## src/rtl/mips_mem_pkg.sv

```systemverilog
// Shared definitions for the MIPS32 load/store path: opcodes, FSM states,
// access sizes and an opcode decoder.
package mips_mem_pkg;

    localparam logic [5:0] OP_LB  = 6'h20;
    localparam logic [5:0] OP_LH  = 6'h21;
    localparam logic [5:0] OP_LW  = 6'h23;
    localparam logic [5:0] OP_LBU = 6'h24;
    localparam logic [5:0] OP_LHU = 6'h25;
    localparam logic [5:0] OP_SB  = 6'h28;
    localparam logic [5:0] OP_SH  = 6'h29;
    localparam logic [5:0] OP_SW  = 6'h2B;

    typedef enum logic [2:0] {
        IDLE,
        RD,
        RWT,
        WR,
        DONE
    } ls_state_t;

    typedef enum logic [1:0] {
        BYTE,
        HALF,
        WORD
    } ls_size_t;

    typedef struct packed {
        logic     valid;
        logic     is_load;
        ls_size_t size;
        logic     sign_ext;
    } op_info_t;

    // Decode an opcode into access class; unknown opcodes come back with valid=0.
    function automatic op_info_t decode_op(input logic [5:0] op);
        op_info_t info;
        info = '{valid: 1'b1, is_load: 1'b1, size: WORD, sign_ext: 1'b0};
        case (op)
            OP_LB:  begin info.size = BYTE; info.sign_ext = 1'b1; end
            OP_LH:  begin info.size = HALF; info.sign_ext = 1'b1; end
            OP_LW:  info.size = WORD;
            OP_LBU: info.size = BYTE;
            OP_LHU: info.size = HALF;
            OP_SB:  begin info.size = BYTE; info.is_load = 1'b0; end
            OP_SH:  begin info.size = HALF; info.is_load = 1'b0; end
            OP_SW:  begin info.size = WORD; info.is_load = 1'b0; end
            default: info.valid = 1'b0;
        endcase
        return info;
    endfunction

endpackage

```

## src/rtl/load_store_controller_if.sv

```systemverilog
// Pipeline-side request/response and data-memory signals of the load/store
// controller. The controller uses the slave view; the pipeline/memory side
// uses the master view.
interface load_store_controller_if #(
    parameter int unsigned MEM_AW = 11
);
    logic              req;
    logic [5:0]        opcode;
    logic [31:0]       addr;
    logic [31:0]       wdata;
    logic              ready;
    logic              done;
    logic              err;
    logic [31:0]       rdata;
    logic [MEM_AW-1:0] mem_addr;
    logic              mem_re;
    logic              mem_we;
    logic [31:0]       mem_wdata;
    logic [31:0]       mem_rdata;

    modport master (
        output req, opcode, addr, wdata, mem_rdata,
        input  ready, done, err, rdata, mem_addr, mem_re, mem_we, mem_wdata
    );

    modport slave (
        input  req, opcode, addr, wdata, mem_rdata,
        output ready, done, err, rdata, mem_addr, mem_re, mem_we, mem_wdata
    );
endinterface

```

## src/rtl/lane_unit.sv

```systemverilog
// Combinational byte-lane steering: extracts and extends a load value from a
// memory word, and merges store data into a word for read-modify-write.
module lane_unit
    import mips_mem_pkg::*;
#(
    parameter bit BIG_END = 1'b0
) (
    input  logic [31:0] word,
    input  logic [1:0]  offset,
    input  ls_size_t    size,
    input  logic        sign_ext,
    input  logic [31:0] sdata,
    output logic [31:0] load_val,
    output logic [31:0] merged
);
    logic [4:0]  shamt;
    logic [31:0] mask;
    logic [15:0] lane;

    // Lane position, extraction/extension and store merge.
    always_comb begin
        shamt = '0;
        mask  = '1;
        case (size)
            BYTE: begin
                shamt = BIG_END ? {~offset, 3'b000} : {offset, 3'b000};
                mask  = 32'h0000_00FF;
            end
            HALF: begin
                shamt = BIG_END ? {~offset[1], 4'b0000} : {offset[1], 4'b0000};
                mask  = 32'h0000_FFFF;
            end
            default: ;
        endcase

        lane = 16'(word >> shamt);
        case (size)
            BYTE:    load_val = {{24{sign_ext & lane[7]}}, lane[7:0]};
            HALF:    load_val = {{16{sign_ext & lane[15]}}, lane[15:0]};
            default: load_val = word;
        endcase

        merged = (word & ~(mask << shamt)) | ((sdata & mask) << shamt);
    end
endmodule

```

## src/rtl/load_store_controller.sv

```systemverilog
// Sequences MIPS32 loads/stores onto a single-port word memory; sub-word
// stores are done as read-modify-write so memory sees only full words.
module load_store_controller
    import mips_mem_pkg::*;
#(
    parameter int unsigned MEM_AW  = 11,
    parameter bit          BIG_END = 1'b0
) (
    input logic                    clk,
    input logic                    rst,
    load_store_controller_if.slave bus
);
    ls_state_t         state_q, state_d;
    op_info_t          info_q, info_d;
    logic [MEM_AW+1:0] addr_q, addr_d;
    logic [31:0]       store_q, store_d;
    logic [31:0]       rdata_q, rdata_d;
    logic              err_q, err_d;

    op_info_t          dec;
    logic              misaligned;
    logic              out_of_range;
    logic [31:0]       load_val;
    logic [31:0]       merged;

    lane_unit #(.BIG_END(BIG_END)) u_lane (
        .word     (bus.mem_rdata),
        .offset   (addr_q[1:0]),
        .size     (info_q.size),
        .sign_ext (info_q.sign_ext),
        .sdata    (store_q),
        .load_val (load_val),
        .merged   (merged)
    );

    // Classify the incoming request.
    always_comb begin
        dec          = decode_op(bus.opcode);
        misaligned   = ((dec.size == HALF) && bus.addr[0]) ||
                       ((dec.size == WORD) && (bus.addr[1:0] != 2'b00));
        out_of_range = (bus.addr >> (MEM_AW + 2)) != '0;
    end

    // Next-state and datapath updates.
    always_comb begin
        state_d = state_q;
        info_d  = info_q;
        addr_d  = addr_q;
        store_d = store_q;
        rdata_d = rdata_q;
        err_d   = err_q;
        case (state_q)
            IDLE: begin
                if (bus.req) begin
                    info_d  = dec;
                    addr_d  = bus.addr[MEM_AW+1:0];
                    store_d = bus.wdata;
                    err_d   = !dec.valid || misaligned || out_of_range;
                    if (!dec.valid || misaligned || out_of_range) begin
                        state_d = DONE;
                    end else if (dec.is_load || (dec.size != WORD)) begin
                        state_d = RD;
                    end else begin
                        state_d = WR;
                    end
                end
            end
            RD:  state_d = RWT;
            RWT: begin
                if (info_q.is_load) begin
                    rdata_d = load_val;
                    state_d = DONE;
                end else begin
                    store_d = merged;
                    state_d = WR;
                end
            end
            WR:      state_d = DONE;
            DONE:    state_d = IDLE;
            default: state_d = IDLE;
        endcase
    end

    // State and datapath registers with synchronous reset.
    always_ff @(posedge clk) begin
        if (rst) begin
            state_q <= IDLE;
            info_q  <= '0;
            addr_q  <= '0;
            store_q <= '0;
            rdata_q <= '0;
            err_q   <= 1'b0;
        end else begin
            state_q <= state_d;
            info_q  <= info_d;
            addr_q  <= addr_d;
            store_q <= store_d;
            rdata_q <= rdata_d;
            err_q   <= err_d;
        end
    end

    // Outputs decoded from registered state.
    always_comb begin
        bus.ready     = (state_q == IDLE);
        bus.done      = (state_q == DONE);
        bus.err       = (state_q == DONE) && err_q;
        bus.rdata     = rdata_q;
        bus.mem_addr  = addr_q[MEM_AW+1:2];
        bus.mem_re    = (state_q == RD);
        bus.mem_we    = (state_q == WR);
        bus.mem_wdata = store_q;
    end
endmodule

```

## src/flat_wrapper.sv

```systemverilog
// flat-port wrapper written by rule: the top's interface ports become plain ports
module load_store_controller_flat import mips_mem_pkg::*;
#(
    parameter int unsigned MEM_AW  = 11,
    parameter bit          BIG_END = 1'b0
)
  (clk, rst, bus_req, bus_opcode, bus_addr, bus_wdata, bus_mem_rdata, bus_ready, bus_done, bus_err, bus_rdata, bus_mem_addr, bus_mem_re, bus_mem_we, bus_mem_wdata);
  load_store_controller_if #(.MEM_AW(MEM_AW)) bus_i ();
  input logic clk;
  input logic rst;
  input wire logic [$bits(bus_i.req)-1:0] bus_req;
  input wire logic [$bits(bus_i.opcode)-1:0] bus_opcode;
  input wire logic [$bits(bus_i.addr)-1:0] bus_addr;
  input wire logic [$bits(bus_i.wdata)-1:0] bus_wdata;
  input wire logic [$bits(bus_i.mem_rdata)-1:0] bus_mem_rdata;
  output wire logic [$bits(bus_i.ready)-1:0] bus_ready;
  output wire logic [$bits(bus_i.done)-1:0] bus_done;
  output wire logic [$bits(bus_i.err)-1:0] bus_err;
  output wire logic [$bits(bus_i.rdata)-1:0] bus_rdata;
  output wire logic [$bits(bus_i.mem_addr)-1:0] bus_mem_addr;
  output wire logic [$bits(bus_i.mem_re)-1:0] bus_mem_re;
  output wire logic [$bits(bus_i.mem_we)-1:0] bus_mem_we;
  output wire logic [$bits(bus_i.mem_wdata)-1:0] bus_mem_wdata;
  assign bus_i.req = bus_req;
  assign bus_i.opcode = bus_opcode;
  assign bus_i.addr = bus_addr;
  assign bus_i.wdata = bus_wdata;
  assign bus_i.mem_rdata = bus_mem_rdata;
  assign bus_ready = bus_i.ready;
  assign bus_done = bus_i.done;
  assign bus_err = bus_i.err;
  assign bus_rdata = bus_i.rdata;
  assign bus_mem_addr = bus_i.mem_addr;
  assign bus_mem_re = bus_i.mem_re;
  assign bus_mem_we = bus_i.mem_we;
  assign bus_mem_wdata = bus_i.mem_wdata;
  load_store_controller #(.MEM_AW(MEM_AW), .BIG_END(BIG_END)) u_core (.clk(clk), .rst(rst), .bus(bus_i));
endmodule
```

## config.mk

```make
export PLATFORM = sky130hd
export DESIGN_NAME = load_store_controller_flat
export DESIGN_NICKNAME = d
export VERILOG_FILES = /design/src/rtl/mips_mem_pkg.sv /design/src/rtl/load_store_controller_if.sv /design/src/rtl/lane_unit.sv /design/src/rtl/load_store_controller.sv /design/src/flat_wrapper.sv
export SDC_FILE = /design/constraint.sdc
export NUM_CORES = 1
export LEC_CHECK = 0
export BUFFER_PORTS_ARGS = -buffer_cell sky130_fd_sc_hd__buf_2
export CAP_MARGIN = 10
export CORE_AREA = 2 2 113 143
export CTS_BUF_LIST = sky130_fd_sc_hd__clkbuf_4
export DETAILED_ROUTE_END_ITERATION = 8
export DIE_AREA = 0 0 115 145
export MAX_ROUTING_LAYER = met4
export PLACE_DENSITY = 0.58
export SETUP_SLACK_MARGIN = 0.1
export SLEW_MARGIN = 20
export SYNTH_ARGS = -nofsm -noshare
export SYNTH_HDL_FRONTEND = slang
export SYNTH_SLANG_ARGS = --single-unit
```

## constraint.sdc

```tcl
create_clock -name clk -period 2.4 [get_ports clk]
set_clock_uncertainty 0.2 [all_clocks]
set_input_delay 0.24 -clock clk [delete_from_list [all_inputs] [get_ports clk]]
set_output_delay 0.24 -clock clk [all_outputs]
set_load 0.01 [all_outputs]
```

==> Yosys cells after proc, flatten, opt, wreduce, memory -nomap -nowiden <==
Index checks and enable logic that the tools add are counted.
{ "op_classes": {"addsub": 0, "multipliers": 0, "n_div": 0, "order_cmp": 0, "eq_ne": 18, "shift": 3, "muxes": 15, "bitwise": 6, "reduce_logical": 21} }
{ "op_table": {"columns": ["operator", "count"], "rows": [
  ["32-bit case mux with 2 select lines", 3],
  ["32-bit bitwise AND", 2],
  ["32-bit 2-to-1 mux", 2],
  ["32-bit by 5-bit left shift with 32-bit output", 2],
  ["6-bit == test (second input constant)", 8],
  ["32-bit inverter", 1],
  ["32-bit bitwise OR", 1],
  ["32-bit nonzero test", 1],
  ["32-bit by 5-bit >> shifter with 16-bit output", 1],
  ["3-bit case mux with 4 select lines", 1],
  ["5-bit case mux with 2 select lines", 1],
  ["3-bit 2-to-1 mux", 3],
  ["3-bit OR reduction", 3],
  ["8-bit OR reduction", 1],
  ["3-bit by 2-bit == test with 1-bit output (second input constant)", 2],
  ["2-bit inequality test (second input constant)", 3],
  ["2-bit by 1-bit == test with 1-bit output (second input constant)", 2],
  ["1-bit logical OR", 4],
  ["2-bit case mux with 2 select lines", 1],
  ["2-bit AND reduction", 2],
  ["2-bit nonzero test", 2],
  ["3-bit by 1-bit == test with 1-bit output (second input constant)", 1],
  ["3-bit == test (second input constant)", 1],
  ["1-bit logical AND", 3],
  ["9 further kinds", 12]
]} }
{ "totals": {"register_bits": 85, "latch_bits": 0, "ramBits": 0, "rom_bits": 0, "input_bits": 105, "output_inout_bits": 80, "word_cells": 71, "mem_count": 0} }

==> Depth between registers and ports, before layout <==
{ "depth": {"depth_word": 11, "ltp_mapped": 8, "ltp_nobuf": 5} }

==> By module <==
A second synthesis with hierarchy kept.
{ "unflattened": {"hier_cells": 623, "area_unflattened_um2": 4922.2} }
{ "by_module_without_submodules": {"columns": ["mod", "instances", "cells_each", "area_per_inst_um2", "seq_area_each_um2"], "rows": [
  ["load_store_controller", 1, 406, 3614.7, 1701.6],
  ["lane_unit", 1, 217, 1307.5, 0.0]
]} }

==> Worst setup path before layout <==
No wires, ideal clock.
{ "synth_path": {"path_type": "reg2reg", "startpoint": "register u_core.addr_q[1]", "endpoint": "register u_core.rdata_q[26], in the netlist u_core.bus.rdata[26]", "setup_ns": 0.134, "t_arrival_ns": 1.745, "t_required_ns": 2.066, "path_slack_ns": 0.321, "stages_incl_launch_ff": 9, "path_buffers": 3, "synth_period_minus_slack_ns": 2.079, "cell_sequence": "dfxtp_1 -> buf_6 -> or4b_4 -> buf_6 -> nor2_8 -> a211oi_2 -> o31ai_4 -> buf_6 -> a211oi_1"} }
{ "synth_via": {"elab_chain_cells": 4, "elab_cells_between_ends": 5, "classes_between": "shift (1); mux (2); bitwise (2)"} }
{ "synth_lines": {"columns": ["item", "line_no", "rtl"], "rows": [
  ["from (decl)", "load_store_controller.sv:15", "logic [MEM_AW+1:0] addr_q, addr_d;"],
  ["from (signal assigned)", "load_store_controller.sv:96", "addr_q <= addr_d;"],
  ["5-bit case mux with 2 select lines *", "lane_unit.sv:24", "case (size)"],
  ["32-bit by 5-bit >> shifter with 16-bit output *", "lane_unit.sv:36", "lane = 16'(word >> shamt);"],
  ["1-bit bitwise AND, on equally long branches", "lane_unit.sv:39, lane_unit.sv:38", null],
  ["32-bit case mux with 2 select lines *", "lane_unit.sv:37", "case (size)"],
  ["to (signal assigned)", "load_store_controller.sv:98", "rdata_q <= rdata_d;"],
  ["to (decl)", "load_store_controller.sv:17", "logic [31:0] rdata_q, rdata_d;"]
]} }
Every way passes the cells marked *; elsewhere a longest branch is shown, timed or not.
A chain may end at the register's enable or synchronous reset.

==> Worst setup path after layout <==
{ "layout_path": {"startpoint": "register u_core.addr_q[0]", "endpoint": "register u_core.rdata_q[18], in the netlist u_core.bus.rdata[18]"} }
The elaborated chain is that of the path after synthesis.

==> results.py <==
metrics = {
    "status": {
        "status": "finished, final reports clean",
    },
    "setup_path": {
        "rr_worst_depth": 6,
        "required_ns": 2.54,
        "worstPathArrival_ns": 2.33,
        "r2r_end": "u_core.bus.rdata[18]$_SDFFE_PP0P_",
        "critPathLaunchType": "flip-flop",
        "path_max_fanout": 16,
        "critPathKind": "flip-flop to flip-flop",
        "r2r_setup_slack_ns": 0.21,
        "regToRegStartpoint": "u_core.addr_q[0]$_SDFFE_PP0P_",
        "end_kind": "flip-flop",
    },
    "floorplanning": {
        "fp.dieW_um": 115,
        "core_area_mm2": 0.0153,
        "io-pin-count": 185,
        "die-area_mm2": 0.0167,
        "rows": 51,
        "fp.dieH_um": 145,
        "start_util_pct": 29.6,
    },
    "routing": {
        "antenna_left": 0,
        "via_per_inst": 5.40,
        "drt-pass1-iter-count": 5,
        "drt-initial-drc-count": 416,
        "vias": 5271,
        "drt-total-wl_um": 18100,
        "drc": 0,
        "post_drt_wl_per_cell_um": 18.5,
    },
    "min_path": {
        "hp-start": "bus_opcode[4]",
        "holdCritPathClass": "input port to flip-flop",
        "min_path_cells": 5,
        "whs_endpoint": "u_core.info_q[3]$_SDFFE_PP0P_",
    },
    "yosys": {
        "synth-adder-area-share_pct": 0,
        "synthMuxAreaShare_pct": 3.09,
        "ys_seq_elements": 85,
        "synth.largest_area_cell": "dfxtp_1",
        "ys_async_sr_fraction_pct": 0,
        "synth_top_area_share_pct": 37.5,
        "ys.flop_type": "dfxtp_1",
        "postSynthAreaPerCell_um2": 8.36,
        "synth_compound_area_share_pct": 33.1,
        "synth_top_family_by_area": "compound AO/OA/AOI/OAI gates",
        "synthCells": 542,
        "ys_types": 51,
        "ys_seq_area_share_pct": 37.5,
        "syn_area_mm2": 0.00453,
        "synth_xor_area_share_pct": 0,
        "synth-simple-area-share_pct": 19.3,
        "yosys_warnings": 0,
        "ys_top_cells_by_area": "dfxtp_1 38%, nand2_1 6.0%, a211oi_1 5.5%",
        "synth_edf_count": 0,
        "syn_nets": 647,
    },
    "final_layout": {
        "multi_input_area_mm2": 0.00252,
        "regArea_mm2": 0.00170,
        "area_growth_pct": 44.8,
        "fill_cells": 1521,
        "final_area_mm2": 0.00657,
        "diodes": 0,
        "num-nets-final": 892,
        "fin_util_pct": 42.9,
        "layout-drive-gt1-share_pct": 30.1,
    },
    "job": {
        "max-cap-violations": 0,
    },
    "sta": {
        "clock.fmax_ghz": 0.457,
        "period_share_pct": 91.2,
        "layout_setup_ws_ns": 0.212,
        "finalMaxSlewViolations": 0,
        "final-hold-violation-count": 0,
        "tightestPinTransition_ns": 0.623,
        "slew_headroom_pct": 58.2,
        "rsz0062_at_grt": "false",
        "final.setup.tns_ns": 0,
        "setup_viol": 0,
        "holdWs_ns": 0.0432,
        "final.min_clock_period_ns": 2.19,
    },
    "placed_design": {
        "routabilityCongestion": 0.857,
        "dpl.hpwl_um": 13000,
        "dpl_cell_area_mm2": 0.00557,
        "io_buffers": 184,
        "place_ws_ns": 0.264,
    },
    "power": {
        "power_frac_seq_pct": 49.2,
        "comb_power_share_pct": 21.4,
        "p_sw_share_pct": 29.2,
        "p_sw_mw": 0.911,
        "vdd_drop_max_v": 0.000280,
        "internal_power_mw": 2.21,
        "p_leak_nw": 2.86,
        "power.clock.fraction_pct": 29.4,
        "power_density_mw_per_mm2": 476,
    },
    "clock_network": {
        "cts.path.max_buffers": 2,
        "tritoncts": "yes",
        "insertion_delay_ns": 0.47,
        "htreeDepth": 3,
        "numCtsBuffers": 9,
        "clock-sinks": 85,
        "clk_pin_slew_ns": 0.14,
        "cts_root_buffer": "clkbuf_4",
    },
    "global_routing": {
        "track_usage_pct": 21.8,
        "antenna_found_initial": 0,
        "grt_pass1_vias": 5227,
        "grt_start_max_net_pins": 36,
        "grt_first_pass_wirelength_um": 27600,
        "grt-ovfl-total": 0,
    },
}
-- power by group through the flow --
stage	combinational [mW]	clock (mW)	sequential, mW
floorplan	0.293	0	1.56
global placement	0.544	0	1.56
detailed placement	0.554	0	1.56
CTS	0.659	0.946	1.53
global route	0.720	1.01	1.54
finish	0.668	0.920	1.53
-- synth_stat cells, types with 2 or more instances --
cell and n:
nand3b_1 8, a21o_1 9, nor4_1 4, buf_1 2
o22ai_1 3, nor3b_1 2, inv_1 3, nor2_1 43
buf_4 12, a21oi_1 29, a221o_1 9, and2_1 2
and3b_1 2, a22o_1 23, clkbuf_1 27, o21a_1 3
o21ai_0 46, buf_6 3, o32ai_1 8, dfxtp_1 85
or3_1 9, a211oi_1 33, nand2b_1 12, a32o_1 8
nand4_1 2, nor3_1 7, nor2b_1 5, nand2_1 72
mux2i_1 14, a221oi_1 15, o221ai_1 6, buf_2 14
a211oi_2 3, nor3b_2 2
-- area by class of cell --
class                      instances  area share [%]
clock buffer                      10            1.14
clock inverter                     5            1.16
inverter                           4           0.229
multi-input combinational        395            38.5
sequential                        85            25.9
tap                              185            3.53
timing repair buffer             292            29.5
-- flip-flops by register name, summed over array words and instances (netlist names) --
signal	cells
u_core.bus.mem_wdata	32
u_core.err_q	1
u_core.info_q	4
u_core.state_q	3
u_core.addr_q	13
u_core.bus.rdata	32
-- how the worst max path moves through the flow --
stage / from / endpoint / slack (ns) / cells past startpoint
6_report: u_core.addr_q[0]$_SDFFE_PP0P_ / u_core.bus.rdata[18]$_SDFFE_PP0P_ / 0.21 / 6
5_1_grt: u_core.info_q[1]$_SDFFE_PP0P_ / u_core.bus.mem_wdata[11]$_SDFFE_PP0P_ / 0.11 / 7
4_1_cts: u_core.state_q[0]$_SDFFE_PP0P_ / u_core.addr_q[7]$_SDFFE_PP0P_ / 0.12 / 6
3_5_place_dp: u_core.addr_q[0]$_SDFFE_PP0P_ / u_core.bus.rdata[26]$_SDFFE_PP0P_ / 0.26 / 6
3_3_place_gp: u_core.addr_q[0]$_SDFFE_PP0P_ / u_core.bus.rdata[21]$_SDFFE_PP0P_ / 0.30 / 6
2_1_floorplan: u_core.addr_q[1]$_SDFFE_PP0P_ / u_core.bus.rdata[26]$_SDFFE_PP0P_ / 0.32 / 8
-- what timing repair did --
action / CTS / global route
hold buffers: 83 / 0
endpoints found under the hold margin: 73 / 0
gates resized for setup: 0 / 3
buffers inserted: 0 / 0
endpoints found under the setup margin: 0 / 9
-- metal layers --
metal  global-route usage, %  share of wire [%]  wire length, um  up-vias
li1                        -                  -                -     2505
met1                    25.5                 40             7310     2488
met2                    35.8                 50             9000      229
met3                    3.63                5.6             1010       49
met4                    10.6                4.1              741        0
met5                       -                  0                0        -
-- worst max-delay path, stage by stage, from the launching register on --
cell      delay (ns)
dfxtp_1         0.52
or4b_4          0.59
nor2_8          0.13
a211oi_2        0.07
o31ai_4         0.18
buf_4           0.26
a211oi_1        0.11
-- metrics by stage --
step	instances	total power, mW
after floorplan	542	1.85
after global placement	878	2.11
after detailed placement	878	2.12
after CTS	976	3.14
after global routing	976	3.27
final	976	3.12
-- cells by family (layout without fill, tap and decap cells) --
logic type / after synthesis / after routing
AOI/OAI and AO/OA: 203 / 203
buffers and inverters: 62 / 311
DFF: 85 / 85
muxes: 14 / 14
and+or+nand+nor: 178 / 178
-- placed cells by master (no fill, tap or decap), types with 10 or more instances in the layout --
master / instances
a21oi_1: 29
buf_4: 25
clkbuf_4: 10
nand2_1: 72
mux2i_1: 14
a211oi_1: 33
nand2b_1: 12
dfxtp_1: 84
a22o_1: 23
a221oi_1: 15
dlygate4sd3_1: 83
buf_2: 184
nor2_1: 43
o21ai_0: 46
Note: power is estimated with default switching activity, not from simulation.
